[src/rtl/mem_req_unit_if.sv]
// Request/response bus between the MEM-stage initiator and the memory access controller.
// The initiator drives rw/addr/wdata/bits; the controller answers with a done pulse and rdata.
interface mem_req_unit_if #(
  parameter int unsigned ADDR_W = 32
);
  logic [1:0]        rw;
  logic [ADDR_W-1:0] addr;
  logic [31:0]       wdata;
  logic [4:0]        bits;
  logic              done;
  logic [31:0]       rdata;

  modport master (
    output rw,
    output addr,
    output wdata,
    output bits,
    input  done,
    input  rdata
  );

  modport slave (
    input  rw,
    input  addr,
    input  wdata,
    input  bits,
    output done,
    output rdata
  );
endinterface

[src/rtl/mem_req_unit.sv]
// MEM-stage load/store initiator: issues one controller request per memory uop, stalls upstream
// until done, extends load data and forwards non-memory results to writeback.
module mem_req_unit #(
  parameter int unsigned ADDR_W = 32
) (
  input  logic              clk,
  input  logic              rst,
  input  logic              ex_valid_i,
  input  logic [1:0]        ex_mem_op_i,
  input  logic [2:0]        ex_funct3_i,
  input  logic [ADDR_W-1:0] ex_addr_i,
  input  logic [31:0]       ex_wdata_i,
  input  logic [31:0]       ex_alu_result_i,
  input  logic [4:0]        ex_rd_i,
  input  logic              ex_wb_en_i,
  mem_req_unit_if.master    ctrl,
  output logic              stall_req_o,
  output logic              wb_valid_o,
  output logic              wb_en_o,
  output logic [4:0]        wb_rd_o,
  output logic [31:0]       wb_data_o,
  output logic              mem_err_o
);

  localparam logic [0:0] StIdle = 1'b0;
  localparam logic [0:0] StBusy = 1'b1;

  localparam logic [1:0] OpNone  = 2'b00;
  localparam logic [1:0] OpLoad  = 2'b01;
  localparam logic [1:0] OpStore = 2'b10;

  logic [0:0]        state_q, state_d;
  logic [1:0]        rw_q, rw_d;
  logic [ADDR_W-1:0] addr_q, addr_d;
  logic [31:0]       wdata_q, wdata_d;
  logic [4:0]        bits_q, bits_d;
  logic [4:0]        rd_q, rd_d;
  logic              rd_wen_q, rd_wen_d;
  logic [2:0]        funct3_q, funct3_d;

  logic              wb_valid_q, wb_valid_d;
  logic              wb_en_q, wb_en_d;
  logic [4:0]        wb_rd_q, wb_rd_d;
  logic [31:0]       wb_data_q, wb_data_d;
  logic              mem_err_q, mem_err_d;

  logic              is_mem;
  logic              legal;
  logic              accept;
  logic [4:0]        size_bits;
  logic [31:0]       size_wdata;
  logic [31:0]       load_ext;

  // Decode of the incoming uop; only meaningful in IDLE.
  always_comb begin
    is_mem = (ex_mem_op_i == OpLoad) || (ex_mem_op_i == OpStore);
    legal  = 1'b0;
    case (ex_funct3_i)
      3'b000, 3'b001, 3'b010: legal = 1'b1;
      3'b100, 3'b101:         legal = (ex_mem_op_i == OpLoad);
      default:                legal = 1'b0;
    endcase
    accept = (state_q == StIdle) && ex_valid_i && is_mem && legal;
  end

  always_comb begin
    size_bits  = 5'd31;
    size_wdata = ex_wdata_i;
    case (ex_funct3_i[1:0])
      2'b00: begin
        size_bits  = 5'd7;
        size_wdata = {24'b0, ex_wdata_i[7:0]};
      end
      2'b01: begin
        size_bits  = 5'd15;
        size_wdata = {16'b0, ex_wdata_i[15:0]};
      end
      default: begin
        size_bits  = 5'd31;
        size_wdata = ex_wdata_i;
      end
    endcase
  end

  // Extension uses the funct3 latched at accept, since ex_* is don't-care while BUSY.
  always_comb begin
    load_ext = ctrl.rdata;
    case (funct3_q)
      3'b000:  load_ext = {{24{ctrl.rdata[7]}}, ctrl.rdata[7:0]};
      3'b001:  load_ext = {{16{ctrl.rdata[15]}}, ctrl.rdata[15:0]};
      3'b100:  load_ext = {24'b0, ctrl.rdata[7:0]};
      3'b101:  load_ext = {16'b0, ctrl.rdata[15:0]};
      default: load_ext = ctrl.rdata;
    endcase
  end

  always_comb begin
    state_d    = state_q;
    rw_d       = rw_q;
    addr_d     = addr_q;
    wdata_d    = wdata_q;
    bits_d     = bits_q;
    rd_d       = rd_q;
    rd_wen_d   = rd_wen_q;
    funct3_d   = funct3_q;
    wb_valid_d = 1'b0;
    wb_en_d    = wb_en_q;
    wb_rd_d    = wb_rd_q;
    wb_data_d  = wb_data_q;
    mem_err_d  = 1'b0;

    unique case (state_q)
      StIdle: begin
        // ctrl.done is deliberately not looked at here.
        if (accept) begin
          state_d  = StBusy;
          rw_d     = ex_mem_op_i;
          addr_d   = ex_addr_i;
          bits_d   = size_bits;
          wdata_d  = (ex_mem_op_i == OpStore) ? size_wdata : 32'b0;
          rd_d     = ex_rd_i;
          rd_wen_d = ex_wb_en_i;
          funct3_d = ex_funct3_i;
        end else if (ex_valid_i && !is_mem) begin
          wb_valid_d = 1'b1;
          wb_en_d    = ex_wb_en_i;
          wb_rd_d    = ex_rd_i;
          wb_data_d  = ex_alu_result_i;
        end else if (ex_valid_i) begin
          mem_err_d = 1'b1;
        end
      end
      StBusy: begin
        if (ctrl.done) begin
          state_d    = StIdle;
          rw_d       = OpNone;
          wb_valid_d = 1'b1;
          wb_rd_d    = rd_q;
          if (rw_q == OpLoad) begin
            wb_en_d   = rd_wen_q;
            wb_data_d = load_ext;
          end else begin
            wb_en_d   = 1'b0;
            wb_data_d = 32'b0;
          end
        end
      end
      default: state_d = StIdle;
    endcase
  end

  always_ff @(posedge clk or negedge rst) begin
    if (!rst) begin
      state_q    <= StIdle;
      rw_q       <= OpNone;
      addr_q     <= '0;
      wdata_q    <= 32'b0;
      bits_q     <= 5'b0;
      rd_q       <= 5'b0;
      rd_wen_q   <= 1'b0;
      funct3_q   <= 3'b0;
      wb_valid_q <= 1'b0;
      wb_en_q    <= 1'b0;
      wb_rd_q    <= 5'b0;
      wb_data_q  <= 32'b0;
      mem_err_q  <= 1'b0;
    end else begin
      state_q    <= state_d;
      rw_q       <= rw_d;
      addr_q     <= addr_d;
      wdata_q    <= wdata_d;
      bits_q     <= bits_d;
      rd_q       <= rd_d;
      rd_wen_q   <= rd_wen_d;
      funct3_q   <= funct3_d;
      wb_valid_q <= wb_valid_d;
      wb_en_q    <= wb_en_d;
      wb_rd_q    <= wb_rd_d;
      wb_data_q  <= wb_data_d;
      mem_err_q  <= mem_err_d;
    end
  end

  assign ctrl.rw    = rw_q;
  assign ctrl.addr  = addr_q;
  assign ctrl.wdata = wdata_q;
  assign ctrl.bits  = bits_q;

  // Gated by rst so upstream is released immediately when reset asserts.
  assign stall_req_o = rst & (accept | (state_q == StBusy));

  assign wb_valid_o = wb_valid_q;
  assign wb_en_o    = wb_en_q;
  assign wb_rd_o    = wb_rd_q;
  assign wb_data_o  = wb_data_q;
  assign mem_err_o  = mem_err_q;

endmodule

[src/flat_wrapper.sv]
// flat-port wrapper written by rule: the top's interface ports become plain ports
module mem_req_unit_flat 
#(
  parameter int unsigned ADDR_W = 32
)
  (clk, rst, ex_valid_i, ex_mem_op_i, ex_funct3_i, ex_addr_i, ex_wdata_i, ex_alu_result_i, ex_rd_i, ex_wb_en_i, stall_req_o, wb_valid_o, wb_en_o, wb_rd_o, wb_data_o, mem_err_o, ctrl_rw, ctrl_addr, ctrl_wdata, ctrl_bits, ctrl_done, ctrl_rdata);
  mem_req_unit_if #(.ADDR_W(ADDR_W)) ctrl_i ();
  input  logic clk;
  input  logic rst;
  input  logic ex_valid_i;
  input  logic [1:0] ex_mem_op_i;
  input  logic [2:0] ex_funct3_i;
  input  logic [ADDR_W-1:0] ex_addr_i;
  input  logic [31:0] ex_wdata_i;
  input  logic [31:0] ex_alu_result_i;
  input  logic [4:0] ex_rd_i;
  input  logic ex_wb_en_i;
  output logic stall_req_o;
  output logic wb_valid_o;
  output logic wb_en_o;
  output logic [4:0] wb_rd_o;
  output logic [31:0] wb_data_o;
  output logic mem_err_o;
  output wire logic [$bits(ctrl_i.rw)-1:0] ctrl_rw;
  output wire logic [$bits(ctrl_i.addr)-1:0] ctrl_addr;
  output wire logic [$bits(ctrl_i.wdata)-1:0] ctrl_wdata;
  output wire logic [$bits(ctrl_i.bits)-1:0] ctrl_bits;
  input wire logic [$bits(ctrl_i.done)-1:0] ctrl_done;
  input wire logic [$bits(ctrl_i.rdata)-1:0] ctrl_rdata;
  assign ctrl_rw = ctrl_i.rw;
  assign ctrl_addr = ctrl_i.addr;
  assign ctrl_wdata = ctrl_i.wdata;
  assign ctrl_bits = ctrl_i.bits;
  assign ctrl_i.done = ctrl_done;
  assign ctrl_i.rdata = ctrl_rdata;
  mem_req_unit #(.ADDR_W(ADDR_W)) u_core (.clk(clk), .rst(rst), .ex_valid_i(ex_valid_i), .ex_mem_op_i(ex_mem_op_i), .ex_funct3_i(ex_funct3_i), .ex_addr_i(ex_addr_i), .ex_wdata_i(ex_wdata_i), .ex_alu_result_i(ex_alu_result_i), .ex_rd_i(ex_rd_i), .ex_wb_en_i(ex_wb_en_i), .ctrl(ctrl_i), .stall_req_o(stall_req_o), .wb_valid_o(wb_valid_o), .wb_en_o(wb_en_o), .wb_rd_o(wb_rd_o), .wb_data_o(wb_data_o), .mem_err_o(mem_err_o));
endmodule
[config.mk]
export PLATFORM = sky130hd
export DESIGN_NAME = mem_req_unit_flat
export DESIGN_NICKNAME = d
export VERILOG_FILES = /design/src/rtl/mem_req_unit_if.sv /design/src/rtl/mem_req_unit.sv /design/src/flat_wrapper.sv
export SDC_FILE = /design/constraint.sdc
export NUM_CORES = 1
export LEC_CHECK = 0
export ABC_AREA = 1
export BUFFER_PORTS_ARGS = -buffer_cell sky130_fd_sc_hd__buf_2
export CAP_MARGIN = 20
export CORE_ASPECT_RATIO = 1.75
export CORE_UTILIZATION = 42
export DETAILED_ROUTE_END_ITERATION = 10
export GPL_TIMING_DRIVEN = 0
export MAX_ROUTING_LAYER = met4
export PLACE_DENSITY = 0.75
export SLEW_MARGIN = 20
export SYNTH_ARGS = -nofsm -noshare
export SYNTH_HDL_FRONTEND = slang
export SYNTH_SLANG_ARGS = --single-unit
[constraint.sdc]
create_clock -name clk -period 1.2 [get_ports clk]
set_clock_uncertainty 0.1 [all_clocks]
set_input_delay 0.18 -clock clk [delete_from_list [all_inputs] [get_ports clk]]
set_output_delay 0.18 -clock clk [all_outputs]
set_load 0.02 [all_outputs]
==> summary.md, run 1 <==
| Metric | Value |
|---|---|
| Max Used Layer | `met4` |
| Total track usage | `roughly 31%` |
| Least-Margin Pin Slew | `between 0.6 and 0.7 ns` |
| Final TNS setup | `-58.01 ns` |
| Most common cell in the synthesized netlist | `nand2_1` |
| Via count | `between 6000 and 7000` |
| Vias in the first global route | `~6100` |
| Met3 WL | `~1000 um` |
| CTS tree | `done` |
| Setup slack after layout | `-0.6883 ns` |
| Final hold vios | `58` |
| Worst EP arrival | `1.61 ns` |
| PD cells | `1719 mW/mm2` |
| Crit path max fanout | `2` |
| Core ar. | `0.01214 mm2` |
| Seq/Total Area, Yosys | `56.61%` |
| Yosys cell types | `25` |
| Die height | `about 150 um` |
| Fraction of layout cells with a size suffix above 1 | `41.88%` |
| Starting Density | `43.34%` |
| Fin. max-slew vios | `0` |
| Syn Nets | `about 770` |
| Die width | `between 80 and 90 um` |
| Root Driver | `clkbuf_16` |
| First-pass GRT wire length | `29630 um` |
| Fin nets | `between 1000 and 1500` |
| Setup violators final | `around 230` |
| Post-Synthesis Cell Area | `~0.0053 mm2` |
| Avg WL per Cell | `between 15 and 20 um` |
| CTS max path bufs | `2` |
| Largest net degree at the start of global routing | `63` |
| Crit end category | `primary output` |
| Hold WS | `-0.3645 ns` |
| Die area | `0.01299 mm2` |
| Synth top area cells | `dfrtp_1 57%, nand2_1 15%, a21oi_1 6.3%, nor2_1 5.4%, o21ai_0 2.7%` |
| Number of synthesized flops with an enable pin | `0` |
| Asr flop ratio synth | `100.0%` |
| Detailed placement HPWL | `11460 um` |
| Post-DR vias/cell | `5.025` |
| H-tree levels | `4` |
| Antenna violations before repair | `2` |
| Overflow after GRT | `0` |
| Clock Sinks | `approximately 120` |
| Num rows | `53` |
| First-pass DRT Iterations | `5` |
| FF+latch count, synth | `roughly 120` |
| Area Overhead vs Synth | `87.92%` |
| # DRC | `0` |
| Placer congestion estimate | `between 0.8 and 0.9` |
| LEAKAGE | `4.934 nW` |
| Clock latency at the later pin of the worst-skew pair | `0.40 ns` |
| F_max | `around 530 MHz` |
| Routed Antenna Nets | `0` |
| Post-synth top flop | `dfrtp_1` |
| Max_cap viols | `0` |
| RSZ-0062 raised after global routing | `true` |
| CTS Buf Count | `17` |
| Yosys top cell area share | `between 50% and 60%` |
| # hold bufs at CTS | `115` |
| Tmin final | `about 1.9 ns` |
| DR iter-0 viols | `about 330` |
| Max IR drop VDD | `between 1 and 1.5 mV` |
| Met2 routed WL | `11510 um` |
| Routed met1 length | `between 7000 and 8000 um` |
| I/O pin count | `around 260` |
| Tcrit/Tclk final | `157.4%` |
| Slew Limit Headroom | `between 50% and 60%` |
| Clock slew at reported path FFs | `around 0.06 ns` |
| R2R Setup Slk | `-0.65 ns` |
| Leading area contributor after synthesis | `dfrtp_1` |
| Hold Crit Class | `input pin to asynchronous set/reset pin` |
| Core Util, Final | `between 80 and 90%` |
| Status | `finished, violations left` |
| Setup crit start kind | `register` |
| Total power draw | `16.99 mW` |
| Critical Path RT | `around 0.92 ns` |
| Routed WL | `between 20000 and 25000 um` |
| PortBufs | `252` |
| Failing checks | `negative hold slack, negative setup slack` |
| Most frequent cells after synthesis | `208 x nand2_1, 119 x dfrtp_1, 75 x nor2_1` |
| WS Path Type | `register to primary output` |
| Yosys warning count | `0` |
| Mapped Avg Cell Area | `around 8.5 um2` |
| Post-Syn Instances | `between 600 and 700` |
## routing by layer
| metal | vias up | global-route usage (%) |
|---|---|---|
| met5 | - | - |
| li1 | 2847 | - |
| met4 | 0 | 18.33 |
| met3 | 89 | 5.736 |
| met2 | 283 | 55.48 |
| met1 | 2912 | 30.65 |
## state kept, by name (all words and copies together) (netlist names), 2 cells and up
| signal | cells |
|---|---|
| u_core.ctrl.bits | 3 |
| u_core.ctrl.rw | 2 |
| u_core.ctrl.addr | 32 |
| u_core.funct3_q | 3 |
| u_core.rd_q | 5 |
| u_core.ctrl.wdata | 32 |
| u_core.wb_rd_o | 5 |
| u_core.wb_data_o | 32 |
## critical path: stages (launching register included)
cell and delay, ns:
dfrtp_1 0.39, buf_6 0.13, nor3_4 0.22, nand2_4 0.08, buf_12 0.14, a21boi_4 0.11, buf_6 0.14
## through the flow
step / setup slack [ns] / area (um2) / std cells
2_1_floorplan: -0.2139 / 5360 / 620
3_3_place_gp: -1.951 / 6828 / 1037
5_1_grt: -0.7401 / 9884 / 1220
4_1_cts: -0.6767 / 9382 / 1206
3_5_place_dp: -0.5277 / 6862 / 1038
6_report: -0.6883 / 9884 / 1220
## placed cells by master (no fill, tap or decap), types with 14 or more instances in the layout
| master | count |
|---|---|
| a21oi_1 | 58 |
| buf_2 | 203 |
| buf_4 | 18 |
| buf_6 | 67 |
| buf_8 | 15 |
| clkbuf_16 | 18 |
| dfrtp_1 | 116 |
| dlygate4sd3_1 | 115 |
| nand2_1 | 178 |
| nand2_2 | 25 |
| nand3_1 | 26 |
| nor2_1 | 74 |
| o21ai_1 | 14 |
| o21ai_2 | 23 |
## power breakdown
group          switching, mW  internal, mW  total [mW]
logic                   3.32          2.64        5.96
clock network           1.75          3.67        5.41
registers              0.643          4.97        5.62
total                   5.71          11.3        17.0
## timing repair
| action | in CTS | in global routing |
|---|---|---|
| setup endpoints to repair | 229 | 231 |
| pin swaps | 13 | 13 |
| gates cloned | 7 | 0 |
| setup buffers | 16 | 15 |
| hold endpoints to repair | 170 | 58 |
| gates resized for setup | 143 | 130 |
## logic make-up after synthesis
| group | after synthesis | synth area share [%] |
|---|---|---|
| DFF | 119 | 56.61 |
| buffers and inverters | 56 | 6.161 |
| AOI/OAI and AO/OA | 119 | 11.92 |
| and+or+nand+nor | 324 | 24.83 |
| adders and majority gates | 2 | 0.4757 |
## area by class of cell
cell class	count	area (um2)
multi-input combinational	445	2253
clock inverter	8	145.1
inverter	15	88.84
timing repair buffer	405	3256
tap	165	206.4
antenna	2	5.005
clock buffer	22	484.2
fill	722	2251
sequential	119	2982
buffer	39	464.2
## final timing paths
check,start,to,cells after the start
min,rst,u_core.wb_data_o[18],1
min reg2reg,u_core.ctrl.addr[30],u_core.ctrl.addr[30],2
max reg2reg,u_core.state_q,u_core.ctrl.addr[4],11
min in group clk,ex_funct3_i[0],u_core.funct3_q[0],3
max,u_core.state_q,stall_req_o,6
max in group asynchronous,rst,u_core.wb_data_o[30],2
No activity file was read; power rests on OpenSTA's default activity.
==> run 2: changes to the inputs <==
--- a/config.mk
+++ b/config.mk
@@ -14,6 +14,7 @@
 export GPL_TIMING_DRIVEN = 0
 export MAX_ROUTING_LAYER = met4
 export PLACE_DENSITY = 0.75
+export SKIP_CTS_REPAIR_TIMING = 1
 export SLEW_MARGIN = 20
 export SYNTH_ARGS = -nofsm -noshare
 export SYNTH_HDL_FRONTEND = slang
==> summary.md, run 2 (synthesis results as in run 1) <==
| Metric | Value |
|---|---|
| Status | `finished, violations left` |
| Failing checks | `negative hold slack, negative setup slack` |
| Setup slack after layout | `-0.6932 ns` |
| Placer congestion estimate | `about 0.82` |
| Post-DR vias/cell | `around 5` |
| Crit Reg-Reg Endpoint | `u_core.ctrl.wdata[4]` |
| Register area | `approximately 0.0030 mm2` |
| Detailed placement HPWL | `approximately 11000 um` |
| Starting Density | `a little over two fifths` |
| Worst path slowest cell | `dfrtp_1` |
| PortBufs | `~250` |
| Fin. max-slew vios | `0` |
| Worst r2r src | `u_core.state_q` |
| First-pass DRT Iterations | `5` |
| WS Path Type | `register to primary output` |
| Setup crit start kind | `register` |
| I/O pin count | `around 260` |
| Setup violators final | `approximately 220` |
| Max IR drop VDD | `1.122 mV` |
| Tmin final | `between 1.5 and 2 ns` |
| Area Overhead vs Synth | `88.04%` |
| Hold Crit Class | `input pin to asynchronous set/reset pin` |
| Hold WS | `-0.3563 ns` |
| CTS tree | `done` |
| Antenna violations before repair | `3` |
| Placed Area | `approximately 0.0069 mm2` |
| Crit path largest cell delay | `~0.38 ns` |
| Combinational power share | `37.5%` |
| Multi-input logic area | `approximately 0.0021 mm2` |
| Die width | `between 80 and 90 um` |
| Num rows | `between 50 and 60` |
| R2R Setup Slk | `-0.39 ns` |
| Sequential power share | `between 30 and 40%` |
| RSZ-0062 raised after global routing | `true` |
| CTS max path bufs | `2` |
| Routed WL | `~21000 um` |
| Critical Path RT | `0.92 ns` |
| Die height | `150.0 um` |
| Tcrit/Tclk final | `157.8%` |
| Clock Sinks | `around 120` |
| Die area | `between 0.01 and 0.015 mm2` |
| Avg WL per Cell | `about 17 um` |
| Routed Antenna Nets | `0` |
| Root Driver | `clkbuf_16` |
| Clock group share of total power | `30.3%` |
| Via count | `6295` |
| WP buf/inv | `3` |
| Total power draw | `around 18 mW` |
| First-pass GRT wire length | `23550 um` |
| Largest net degree at the start of global routing | `63` |
| Core ar. | `~0.012 mm2` |
| Max_cap viols | `0` |
| Number of fill cells in the layout | `around 700` |
| Slew Limit Headroom | `approximately three fifths` |
| DR iter-0 viols | `373` |
| Overflow after GRT | `0` |
| CTS Buf Count | `17` |
| Total track usage | `between 20% and 30%` |
| Crit path max fanout | `8` |
| Design area | `around 0.0099 mm2` |
| Commonest cells after routing, fill and taps aside | `197 x nand2_1, 139 x buf_2, 129 x buf_6, 116 x dfrtp_1, 99 x dlygate4sd3_1` |
| LEAKAGE | `~4.9 nW` |
| Fraction of layout cells with a size suffix above 1 | `39.04%` |
| CP cell instances | `buf_6 > nor3_4 > nand2_4 > buf_12 > a21boi_4 > buf_6` |
| Sw Share | `approximately a third` |
| Layout Cells excl Fill | `about 1200` |
| Fin nets | `1192` |
| Crit end category | `primary output` |
| Leading cell type in the layout, fill and taps excluded | `nand2_1` |
| Most used cell, CP | `buf_6` |
| H-tree levels | `4` |
| Final hold vios | `66` |
| Clock latency at the later pin of the worst-skew pair | `about 0.40 ns` |
| Worst r2r path cells | `7` |
| PD cells | `~1800 mW/mm2` |
| F_max | `roughly 530 MHz` |
| Pint | `roughly 12 mW` |
| DP Cell Count | `~1000` |
| Clock slew at reported path FFs | `approximately 0.060 ns` |
| P_sw | `around 6 mW` |
| Vias in the first global route | `4883` |
| # DRC | `0` |
| Least-Margin Pin Slew | `roughly 0.59 ns` |
| Worst EP arrival | `1.61 ns` |
| Critical path's top delay family | `buffers and inverters` |
-- run 2: changes by cell type in the layout (fill, tap and decap cells not counted), moves of 6 or more --
cell	change
buf_16	-6
a21oi_1	+8
a21oi_2	-8
buf_8	-6
nand2_2	-15
buf_6	+62
buf_2	-64
o21ai_0	+12
nand2_1	+19
buf_4	+39
buf_12	-7
o21ai_1	+9
dlygate4sd3_1	-16
o21ai_2	-20
-- run 2: layer usage --
metal	up-vias	wire length (um)	global-route usage (%)
li1	2865	-	-
met1	2977	7155	25.94
met2	343	11910	43.33
met3	110	1052	4.523
met4	0	1119	10.92
met5	-	0	-
-- run 2: worst reg2reg max path, cell delays in order, from the launching register on --
cell and delay, ns:
dfrtp_1 0.38, buf_6 0.14, nor3_4 0.21, nand2_4 0.08, buf_4 0.19, buf_4 0.19, nand2_1 0.07, o21ai_0 0.11
-- run 2: cell type report --
cell class	instances	area share [%]
Multi-Input combinational cell	445	20.75
Antenna cell	4	0.1012
Sequential cell	119	30.15
Inverter	15	0.9108
Timing Repair Buffer	411	35.56
Buffer	38	4.086
Tap cell	165	2.087
Clock buffer	22	4.896
Clock inverter	8	1.467
-- run 2: worst max-delay path by stage --
stage	start	endpoint	slack, ns	cells past startpoint
detailed placement	rst	stall_req_o	-0.53	4
global route	u_core.state_q	stall_req_o	-0.78	6
finish	u_core.state_q	stall_req_o	-0.69	6
global placement	rst	stall_req_o	-1.95	3
floorplan	u_core.state_q	stall_req_o	-0.21	5
CTS	u_core.state_q	stall_req_o	-0.84	6
-- run 2: power groups by stage --
| stage | clock network [mW] | logic [mW] | registers [mW] |
|---|---|---|---|
| CTS | 5.47 | 4.43 | 5.47 |
| global route | 5.70 | 7.11 | 5.84 |
| finish | 5.44 | 6.72 | 5.77 |
| global placement | 0 | 4.35 | 5.50 |
| floorplan | 0 | 1.61 | 6.61 |
| detailed placement | 0 | 4.42 | 5.53 |
-- run 2: stage by stage --
step                setup WS, ns  TNS (ns)  utilization (%)
floorplan                -0.2139    -12.56                -
global placement          -1.951   -243.93            56.26
detailed placement       -0.5277    -40.36            56.54
CTS                      -0.8392    -34.88            61.73
global route             -0.7758    -49.49            81.48
finish                   -0.6932    -36.30            81.50
